File: config.mk
export PLATFORM = sky130hd
export DESIGN_NAME = io_channel_hub
export DESIGN_NICKNAME = d
export VERILOG_FILES = /design/src/rtl/io_channel_hub.sv
export SDC_FILE = /design/constraint.sdc
export NUM_CORES = 1
export LEC_CHECK = 0
export CAP_MARGIN = 5
export CORE_MARGIN = 4
export CORE_UTILIZATION = 50
export CTS_BUF_LIST = sky130_fd_sc_hd__clkbuf_16
export DETAILED_ROUTE_END_ITERATION = 8
export GPL_ROUTABILITY_DRIVEN = 1
export GPL_TIMING_DRIVEN = 0
export PLACE_DENSITY = 0.7
export SYNTH_ARGS = -nofsm -noshare
export SYNTH_HDL_FRONTEND = slang
export SYNTH_HIERARCHICAL = 1
export SYNTH_SLANG_ARGS = --single-unit
export TNS_END_PERCENT = 1
File: constraint.sdc
create_clock -name clk -period 6.8 [get_ports clk]
set_input_delay 1.02 -clock clk [delete_from_list [all_inputs] [get_ports clk]]
set_output_delay 1.02 -clock clk [all_outputs]
set_load 0.02 [all_outputs]
File: src/rtl/io_channel_hub.sv
// io_channel_hub: buffers the CPU's request/acknowledge I/O handshakes against
// up to 8 valid/ready peripheral channels. Each channel has one input FIFO
// (device to CPU) and one output FIFO (CPU to device).

// Single-clock FIFO. A push is refused when full, even if a pop happens in
// the same cycle. There is no fall-through path from push to head.
module io_channel_hub_fifo #(
    parameter int WIDTH = 16,
    parameter int DEPTH = 4
) (
    input  logic             clk,
    input  logic             rst,
    input  logic             push,
    input  logic [WIDTH-1:0] push_data,
    input  logic             pop,
    output logic [WIDTH-1:0] head,
    output logic             empty,
    output logic             full
);
    localparam int AW = $clog2(DEPTH);
    localparam logic [AW:0] FULL_CNT = (AW+1)'(DEPTH);

    logic [WIDTH-1:0] mem [DEPTH];
    logic [AW-1:0]    wr_ptr;
    logic [AW-1:0]    rd_ptr;
    logic [AW:0]      count;
    logic             do_push;
    logic             do_pop;

    assign empty   = (count == '0);
    assign full    = (count == FULL_CNT);
    assign do_push = push & ~full;
    assign do_pop  = pop & ~empty;
    assign head    = mem[rd_ptr];

    // Pointers wrap naturally because DEPTH is a power of two.
    always_ff @(posedge clk or posedge rst) begin
        if (rst) begin
            wr_ptr <= '0;
            rd_ptr <= '0;
            count  <= '0;
        end else begin
            if (do_push) wr_ptr <= wr_ptr + 1'b1;
            if (do_pop)  rd_ptr <= rd_ptr + 1'b1;
            count <= count + {{AW{1'b0}}, do_push} - {{AW{1'b0}}, do_pop};
        end
    end

    // The storage array needs no reset. The count alone decides validity.
    always_ff @(posedge clk) begin
        if (do_push) mem[wr_ptr] <= push_data;
    end
endmodule

module io_channel_hub #(
    parameter int WIDTH    = 16,
    parameter int CHANNELS = 4,
    parameter int DEPTH    = 4
) (
    input  logic                      clk,
    input  logic                      rst_b,
    input  logic                      inp_req,
    input  logic [2:0]                inp_ch,
    output logic                      inp_ack,
    output logic [WIDTH-1:0]          inp_data,
    input  logic                      out_req,
    input  logic [2:0]                out_ch,
    input  logic [WIDTH-1:0]          out_data,
    output logic                      out_ack,
    input  logic [CHANNELS-1:0]       dev_in_valid,
    input  logic [CHANNELS*WIDTH-1:0] dev_in_data,
    output logic [CHANNELS-1:0]       dev_in_ready,
    output logic [CHANNELS-1:0]       dev_out_valid,
    output logic [CHANNELS*WIDTH-1:0] dev_out_data,
    input  logic [CHANNELS-1:0]       dev_out_ready,
    output logic [CHANNELS-1:0]       in_empty,
    output logic [CHANNELS-1:0]       out_full,
    output logic [1:0]                err,
    input  logic                      err_clr
);
    localparam logic [1:0] I_IDLE = 2'd0;
    localparam logic [1:0] I_ACK  = 2'd1;
    localparam logic [1:0] I_DROP = 2'd2;
    localparam logic [1:0] O_IDLE = 2'd0;
    localparam logic [1:0] O_ACK  = 2'd1;
    localparam logic [1:0] O_DROP = 2'd2;
    localparam logic [3:0] NCH    = 4'(CHANNELS);

    logic [1:0] i_st;
    logic [1:0] o_st;
    logic [1:0] err_next;

    logic [CHANNELS-1:0]            in_full;
    logic [CHANNELS-1:0]            in_pop;
    logic [CHANNELS-1:0]            out_push;
    logic [CHANNELS-1:0]            out_empty;
    logic [CHANNELS-1:0][WIDTH-1:0] in_head;

    logic             inp_bad;
    logic             out_bad;
    logic             sel_in_empty;
    logic             sel_out_full;
    logic [WIDTH-1:0] sel_in_head;
    logic             i_take;
    logic             o_take;
    logic             i_err;
    logic             o_err;

    assign inp_bad = ({1'b0, inp_ch} >= NCH);
    assign out_bad = ({1'b0, out_ch} >= NCH);

    // Select the FIFO status and head for the requested channel. Channels
    // that do not exist look empty or full, but they are handled separately.
    always_comb begin
        sel_in_empty = 1'b1;
        sel_out_full = 1'b1;
        sel_in_head  = '0;
        for (int k = 0; k < CHANNELS; k++) begin
            if (inp_ch == 3'(k)) begin
                sel_in_empty = in_empty[k];
                sel_in_head  = in_head[k];
            end
            if (out_ch == 3'(k)) sel_out_full = out_full[k];
        end
    end

    assign i_take = (i_st == I_IDLE) & inp_req & ~inp_bad & ~sel_in_empty;
    assign o_take = (o_st == O_IDLE) & out_req & ~out_bad & ~sel_out_full;
    assign i_err  = (i_st == I_IDLE) & inp_req & inp_bad;
    assign o_err  = (o_st == O_IDLE) & out_req & out_bad;

    assign inp_ack = (i_st == I_ACK);
    assign out_ack = (o_st == O_ACK);

    for (genvar k = 0; k < CHANNELS; k++) begin : g_ch
        assign in_pop[k]        = i_take & (inp_ch == 3'(k));
        assign out_push[k]      = o_take & (out_ch == 3'(k));
        assign dev_in_ready[k]  = ~in_full[k] & ~rst_b;
        assign dev_out_valid[k] = ~out_empty[k];

        io_channel_hub_fifo #(.WIDTH(WIDTH), .DEPTH(DEPTH)) u_in_fifo (
            .clk       (clk),
            .rst       (rst_b),
            .push      (dev_in_valid[k] & dev_in_ready[k]),
            .push_data (dev_in_data[k*WIDTH +: WIDTH]),
            .pop       (in_pop[k]),
            .head      (in_head[k]),
            .empty     (in_empty[k]),
            .full      (in_full[k])
        );

        io_channel_hub_fifo #(.WIDTH(WIDTH), .DEPTH(DEPTH)) u_out_fifo (
            .clk       (clk),
            .rst       (rst_b),
            .push      (out_push[k]),
            .push_data (out_data),
            .pop       (dev_out_valid[k] & dev_out_ready[k]),
            .head      (dev_out_data[k*WIDTH +: WIDTH]),
            .empty     (out_empty[k]),
            .full      (out_full[k])
        );
    end

    // Input handshake: pop the word once, ack for one cycle, then wait for
    // the request to drop.
    always_ff @(posedge clk or posedge rst_b) begin
        if (rst_b) begin
            i_st     <= I_IDLE;
            inp_data <= '0;
        end else begin
            case (i_st)
                I_IDLE: begin
                    if (i_err) begin
                        i_st     <= I_ACK;
                        inp_data <= '0;
                    end else if (i_take) begin
                        i_st     <= I_ACK;
                        inp_data <= sel_in_head;
                    end
                end
                I_ACK:   i_st <= I_DROP;
                I_DROP:  if (!inp_req) i_st <= I_IDLE;
                default: i_st <= I_IDLE;
            endcase
        end
    end

    // Output handshake. Writes to channels that do not exist are acked and
    // the word is discarded.
    always_ff @(posedge clk or posedge rst_b) begin
        if (rst_b) begin
            o_st <= O_IDLE;
        end else begin
            case (o_st)
                O_IDLE:  if (o_err || o_take) o_st <= O_ACK;
                O_ACK:   o_st <= O_DROP;
                O_DROP:  if (!out_req) o_st <= O_IDLE;
                default: o_st <= O_IDLE;
            endcase
        end
    end

    // Sticky error flags. A new error on the clearing edge keeps its bit set.
    always_comb begin
        err_next = err;
        if (err_clr) err_next = 2'b00;
        if (i_err)   err_next[0] = 1'b1;
        if (o_err)   err_next[1] = 1'b1;
    end

    // Register the error flags.
    always_ff @(posedge clk or posedge rst_b) begin
        if (rst_b) err <= 2'b00;
        else       err <= err_next;
    end
endmodule
* Word level (Yosys, flattened, before mapping)
Memories as Yosys holds them, arrays and structs flattened. Index checks and enable logic that the tools add are counted.
Word-level totals: RAM bits 512, word-level logic and storage cells 217, memory bits (read-only) 0, latch bits 0, register bits 78, memories 8, input bits 99, output and inout bits 100
Cells by class: add/sub/neg operators 32, shifts and indexed selects 0, multipliers 0, mux-type cells 40, equality and inequality tests 22, bitwise logic cells 65, magnitude comparators 2, reductions and logical operators 19, div/mod/pow operators 0
Memories:
- g_ch[0].u_in_fifo.mem | depth 4, width 16, rd ports 1, clocked after memory_dff 0, write ports 1, line 23 | logic [WIDTH-1:0] mem [DEPTH];
- g_ch[0].u_out_fifo.mem | depth 4, width 16, rd ports 1, clocked after memory_dff 0, write ports 1, line 23
- g_ch[1].u_in_fifo.mem | depth 4, width 16, rd ports 1, clocked after memory_dff 0, write ports 1, line 23
- g_ch[1].u_out_fifo.mem | depth 4, width 16, rd ports 1, clocked after memory_dff 0, write ports 1, line 23
- g_ch[2].u_in_fifo.mem | depth 4, width 16, rd ports 1, clocked after memory_dff 0, write ports 1, line 23
- g_ch[2].u_out_fifo.mem | depth 4, width 16, rd ports 1, clocked after memory_dff 0, write ports 1, line 23
- +2 memories
Operator list (count):
- $mux 16 | 6
- $and 1x1->1 | 44
- $add 2x1->2 const B | 16
- $logic_not 3->1 | 10
- $mux 1 | 26
- $add 3x1->3 | 8
- $eq 3x3->1 const B | 8
- $sub 3x1->3 | 8
- $not 1->1 | 21
- $eq 3x2->1 const B | 4
- $mux 2 | 6
- $pmux 2 s3 | 2
- $eq 3x1->1 const B | 2
- $ge 3x3->1 const B | 2
- $reduce_and 2->1 | 3
- $reduce_bool 2->1 | 3
- $eq 2x1->1 const B | 2
- $eq 2x2->1 const B | 2
- $logic_not 2->1 | 2
- $ne 2x2->1 const B | 2
- $ne 3x3->1 const B | 1
- $ne 2x1->1 const B | 1
- $logic_or 1x1->1 | 1

* Longest topological paths before layout
depth in word-level cells 11, depth in mapped cells 12, gate-level depth less buffers 11

* Cells and area by module
The synthesis kept the hierarchy.
Modules (own cells, without submodules):
- io_channel_hub_fifo (g_ch[0].u_in_fifo ...) | cells each 126, area an instance 2826.5 um2, times used 7, sequential area each 2097.0 um2
- io_channel_hub_fifo (g_ch[1].u_out_fifo) | cells each 127, area an instance 2827.7 um2, times used 1, sequential area each 2097.0 um2
- io_channel_hub | cells each 127, area an instance 1600.3 um2, times used 1, sequential area each 550.5 um2

* Worst setup path before layout
OpenSTA, ideal clock, no wires.
path type input port to flip-flop, from in out_req, to reg g_ch[3].u_out_fifo.count[2], cell stages on the path 10, library setup time 0.123 ns, required time 6.677 ns, slack 2.998 ns, path buffers 0, arrival time 3.679 ns, cells stage by stage or3b_2 or3b_2 nor3b_1 nand2b_1 ha_1 inv_1 ha_1 fa_1 xnor2_1 xnor2_1
Between the ends: word-level cells in the longest chain between the ends 7
Ends and longest elaborated chain:
- start: declaration | line 66 | input logic out_req,
- $and 1x1->1 (3 in a row) | line 128 | assign o_take = (o_st == O_IDLE) & out_req & ~out_bad & ~sel_out_full;
- $and 1x1->1 | line 137 | assign out_push[k] = o_take & (out_ch == 3'(k));
- net out_push[3] | line 95 | logic [CHANNELS-1:0] out_push;
- $and 1x1->1 | line 32 | assign do_push = push & ~full;
- $add 3x1->3 | line 45 | count <= count + {{AW{1'b0}}, do_push} - {{AW{1'b0}}, do_pop};
- $sub 3x1->3 | line 45
- end signal: assignment | line 45
- end: declaration | line 26 | logic [AW:0] count;
The timed path passes the listed nets, and every way through them passes these cells. A chain may end at the register's enable or synchronous reset.

* Worst setup path in the final report
from in rst_b, to out dev_in_ready[3]
Between the ends: word-level cells in the longest chain between the ends 2
Ends and longest elaborated chain:
- start: declaration | line 61 | input logic rst_b,
- $not 1->1 | line 138 | assign dev_in_ready[k] = ~in_full[k] & ~rst_b;
- $and 1x1->1 | line 138
- end: declaration | line 72 | output logic [CHANNELS-1:0] dev_in_ready,
Every way passes these cells.

==> results.py <==
metrics = {
    "yosys": {
        "yosys_warnings": 6,
        "yosysMostFrequentCell": "edfxtp_1",
        "synth_cells": 1136,
        "async_flop_share": 0.132,
        "synth_area_leaders": "edfxtp_1 63%, dfrtp_1 8.1%, mux4_2 7.6%, mux4_1 6.8%, ha_1 2.5%",
        "seq_area_frac_synth": 0.716,
        "synth_edf_count": 512,
        "synth.distinct_cells": 39,
        "syn_area_sq_mm": 0.0242,
        "avgSynthCellArea_sq_um": 21.3,
        "synth_nets": 1291,
        "synth_top_area_frac": 0.635,
        "synth_top_area_cell": "edfxtp_1",
        "ys_seq_elements": 590,
        "ys_top_cells_by_count": "512 x edfxtp_1, 82 x mux4_2, 78 x dfrtp_1",
        "ys.flop_type": "edfxtp_1",
    },
    "setup_path": {
        "rrSetupSlack_ps": 3150,
        "critPathRequiredTime_ps": 5780,
        "crit_path_start_kind": "input pin",
        "timing.rr.start": "o_st[1]$_DFFE_PP0P_",
        "path_max_fanout": 13,
        "r2r_cells": 10,
        "worstSetupPathType": "in -> out",
        "r2r-end": "g_ch[3].u_out_fifo/count[2]$_DFF_PP0_",
        "cp.arrival_ps": 3230,
        "worstSetupEndpointType": "primary output",
        "crit_start": "rst_b",
    },
    "cts": {
        "cts_tree": "built",
        "ctsLongestPathBuffers": 3,
        "cts_sinks": 590,
        "cts.repair.resized": 0,
        "htreeDepth": 2,
        "holdBufCountCts": 0,
        "cts_setup_buffers": 0,
        "path_clk_slew_ps": 60,
        "cts-buffers-inserted": 59,
        "clock_latency_ps": 620,
        "cts-root-buf": "clkbuf_16",
    },
    "placed_design": {
        "placed_cells": 1949,
        "gp_congestion": 0.779,
        "dp_hpwl_um": 34000,
        "io_buffers": 197,
    },
    "layout": {
        "multi_input_area_sq_mm": 0.00627,
        "layout.nets": 1550,
        "area_growth_pct": 19.5,
        "layout.cells.non_filler": 2059,
        "drive_above_1_share": 0.161,
        "nFillCells": 3410,
        "num_antenna_cells": 0,
        "seqCellArea_sq_mm": 0.0173,
    },
    "grt": {
        "grt_pass1_wl_um": 76200,
        "antenna_found_initial": 5,
        "grt-ovfl-total": 0,
        "grt_max_degree": 23,
        "globalRouteTotalUtil": 0.193,
        "use_met1": 0.255,
        "grt_pass1_vias": 12100,
        "met2_usage": 0.330,
        "busiest_layer": "met2",
        "use_met3": 0.0403,
    },
    "route": {
        "drt-total-wl_um": 50500,
        "first_pass_iters": 5,
        "vias": 11800,
        "drc_errors": 0,
        "wl_per_cell_um": 24.5,
        "via_per_inst": 5.71,
        "drtIter0Drc": 954,
        "ant_nets": 0,
    },
    "floorplanning": {
        "fp.dieW_um": 228,
        "io_pins": 199,
        "placementRows": 80,
        "initial_core_util": 0.506,
        "dieArea_sq_mm": 0.0520,
        "fp.coreArea_sq_mm": 0.0478,
        "die_y_um": 228,
    },
    "pwr": {
        "vdd_drop_max_mv": 0.257,
        "power.total_mw": 11.7,
        "p_leak_nw": 10.2,
        "power_density_mw_per_mm2": 404,
    },
    "job": {
        "max_cap_violations": 0,
    },
    "timing": {
        "fin_crit_ps": 4250,
        "skew_ps": 20.5,
        "hold_viol": 0,
        "drv_slew": 0,
        "rsz0062_at_grt": "no",
        "fmax_mhz": 235,
        "worst_pin_slew_ps": 1060,
        "setup_viol": 0,
        "fin_setup_tns_ps": 0,
        "relSlewSlack": 0.290,
        "finalCritPeriodShare": 0.625,
    },
    "min_path": {
        "min_path_cells": 1,
        "min-delay-start": "inp_data[8]$_DFFE_PP0P_",
        "min_to": "inp_data[8]$_DFFE_PP0P_",
        "min_path_type": "reg -> reg",
    },
    "status": {
        "status": "complete, no violations",
    },
}
-- placed cells by master (no fill, tap or decap), types with 2 or more instances in the layout --
cell type / instances
and2_1: 4
edfxtp_1: 512
nor3b_1: 5
and3b_1: 32
clkinv_2: 11
nand2b_1: 34
o311ai_0: 7
inv_1: 74
buf_2: 17
nand4bb_1: 16
o31ai_1: 8
fa_1: 8
clkinv_1: 16
o211ai_1: 16
ha_1: 48
clkbuf_16: 59
nor2b_1: 23
clkinvlp_4: 3
nand3b_1: 2
buf_12: 8
clkinv_16: 2
nor3b_4: 8
clkbuf_1: 2
xnor2_1: 31
mux2_4: 10
mux4_2: 82
nor3_1: 12
or3b_2: 2
nor2_1: 5
mux2_2: 8
dfrtp_1: 78
clkdlybuf4s50_1: 197
buf_4: 3
mux4_1: 63
nand2_1: 11
buf_6: 9
bufinv_16: 8
-- critical path, stage by stage --
cell	delay, ps
clkdlybuf4s50_1	980
nor2_1	530
clkdlybuf4s50_1	690
-- sequential cells by signal (all words and copies together), names as in the netlist --
register and cells:
g_ch.u_in_fifo/count 12, g_ch.u_out_fifo/rd_ptr 8, g_ch.u_out_fifo/count 12, i_st 2, g_ch.u_out_fifo/mem 256, inp_data 16, g_ch.u_in_fifo/mem 256, g_ch.u_out_fifo/wr_ptr 8
o_st 2, err 2, g_ch.u_in_fifo/wr_ptr 8, g_ch.u_in_fifo/rd_ptr 8
-- metrics by stage --
stage          area (sq um)  utilization  hold slack, ps  setup WS, ps
3_3_place_gp          27000        0.563             499          1760
4_1_cts               28900        0.604             518          2390
3_5_place_dp          27000        0.564             496          2010
2_1_floorplan         24200            -             498          3000
6_report              28900        0.604             515          2550
5_1_grt               28900        0.604             541          2430
-- report_power, final --
group	internal (mW)	total (mW)	switching, mW	leakage [nW]
clock	1.88	3.23	1.35	0.989
sequential	4.38	4.70	0.316	5.55
combinational	1.91	3.76	1.86	3.65
total	8.17	11.7	3.52	10.2
-- logic make-up (layout without fill, tap and decap cells) --
family	after synthesis	count (layout)	share of synthesized area
and+or+nand+nor	156	156	0.0495
AOI/OAI and AO/OA	36	36	0.0121
adders and majority gates	56	56	0.0314
buffers and inverters	103	411	0.0253
xor gates and xnor gates	32	32	0.0116
muxes	163	163	0.155
DFF	590	590	0.716
-- area by class of cell --
class | count | area share
plain buffers | 39 | 0.0129
repair buffers | 198 | 0.0684
clock inverters | 51 | 0.0167
clock buffers | 59 | 0.0510
flip-flops and latches | 590 | 0.599
inverters | 64 | 0.00831
well taps | 615 | 0.0266
multi-input cells | 443 | 0.217
-- how the worst max path moves through the flow --
stage | end | slack (ps) | depth (start not counted)
after floorplan | g_ch[3].u_out_fifo/count[2]$_DFF_PP0_ | 3000 | 10
after global placement | g_ch[2].u_out_fifo/count[2]$_DFF_PP0_ | 1760 | 11
after detailed placement | g_ch[3].u_out_fifo/count[2]$_DFF_PP0_ | 2010 | 11
after CTS | dev_in_ready[3] | 2390 | 3
after global routing | dev_in_ready[3] | 2430 | 3
final | dev_in_ready[3] | 2550 | 3
-- routing by layer --
metal,vias up,wire length (um)
met4,10,1200
met3,80,3080
met1,6133,20300
met2,375,25900
met5,-,51
li1,5152,-
No activity file was read; power rests on OpenSTA's default activity.
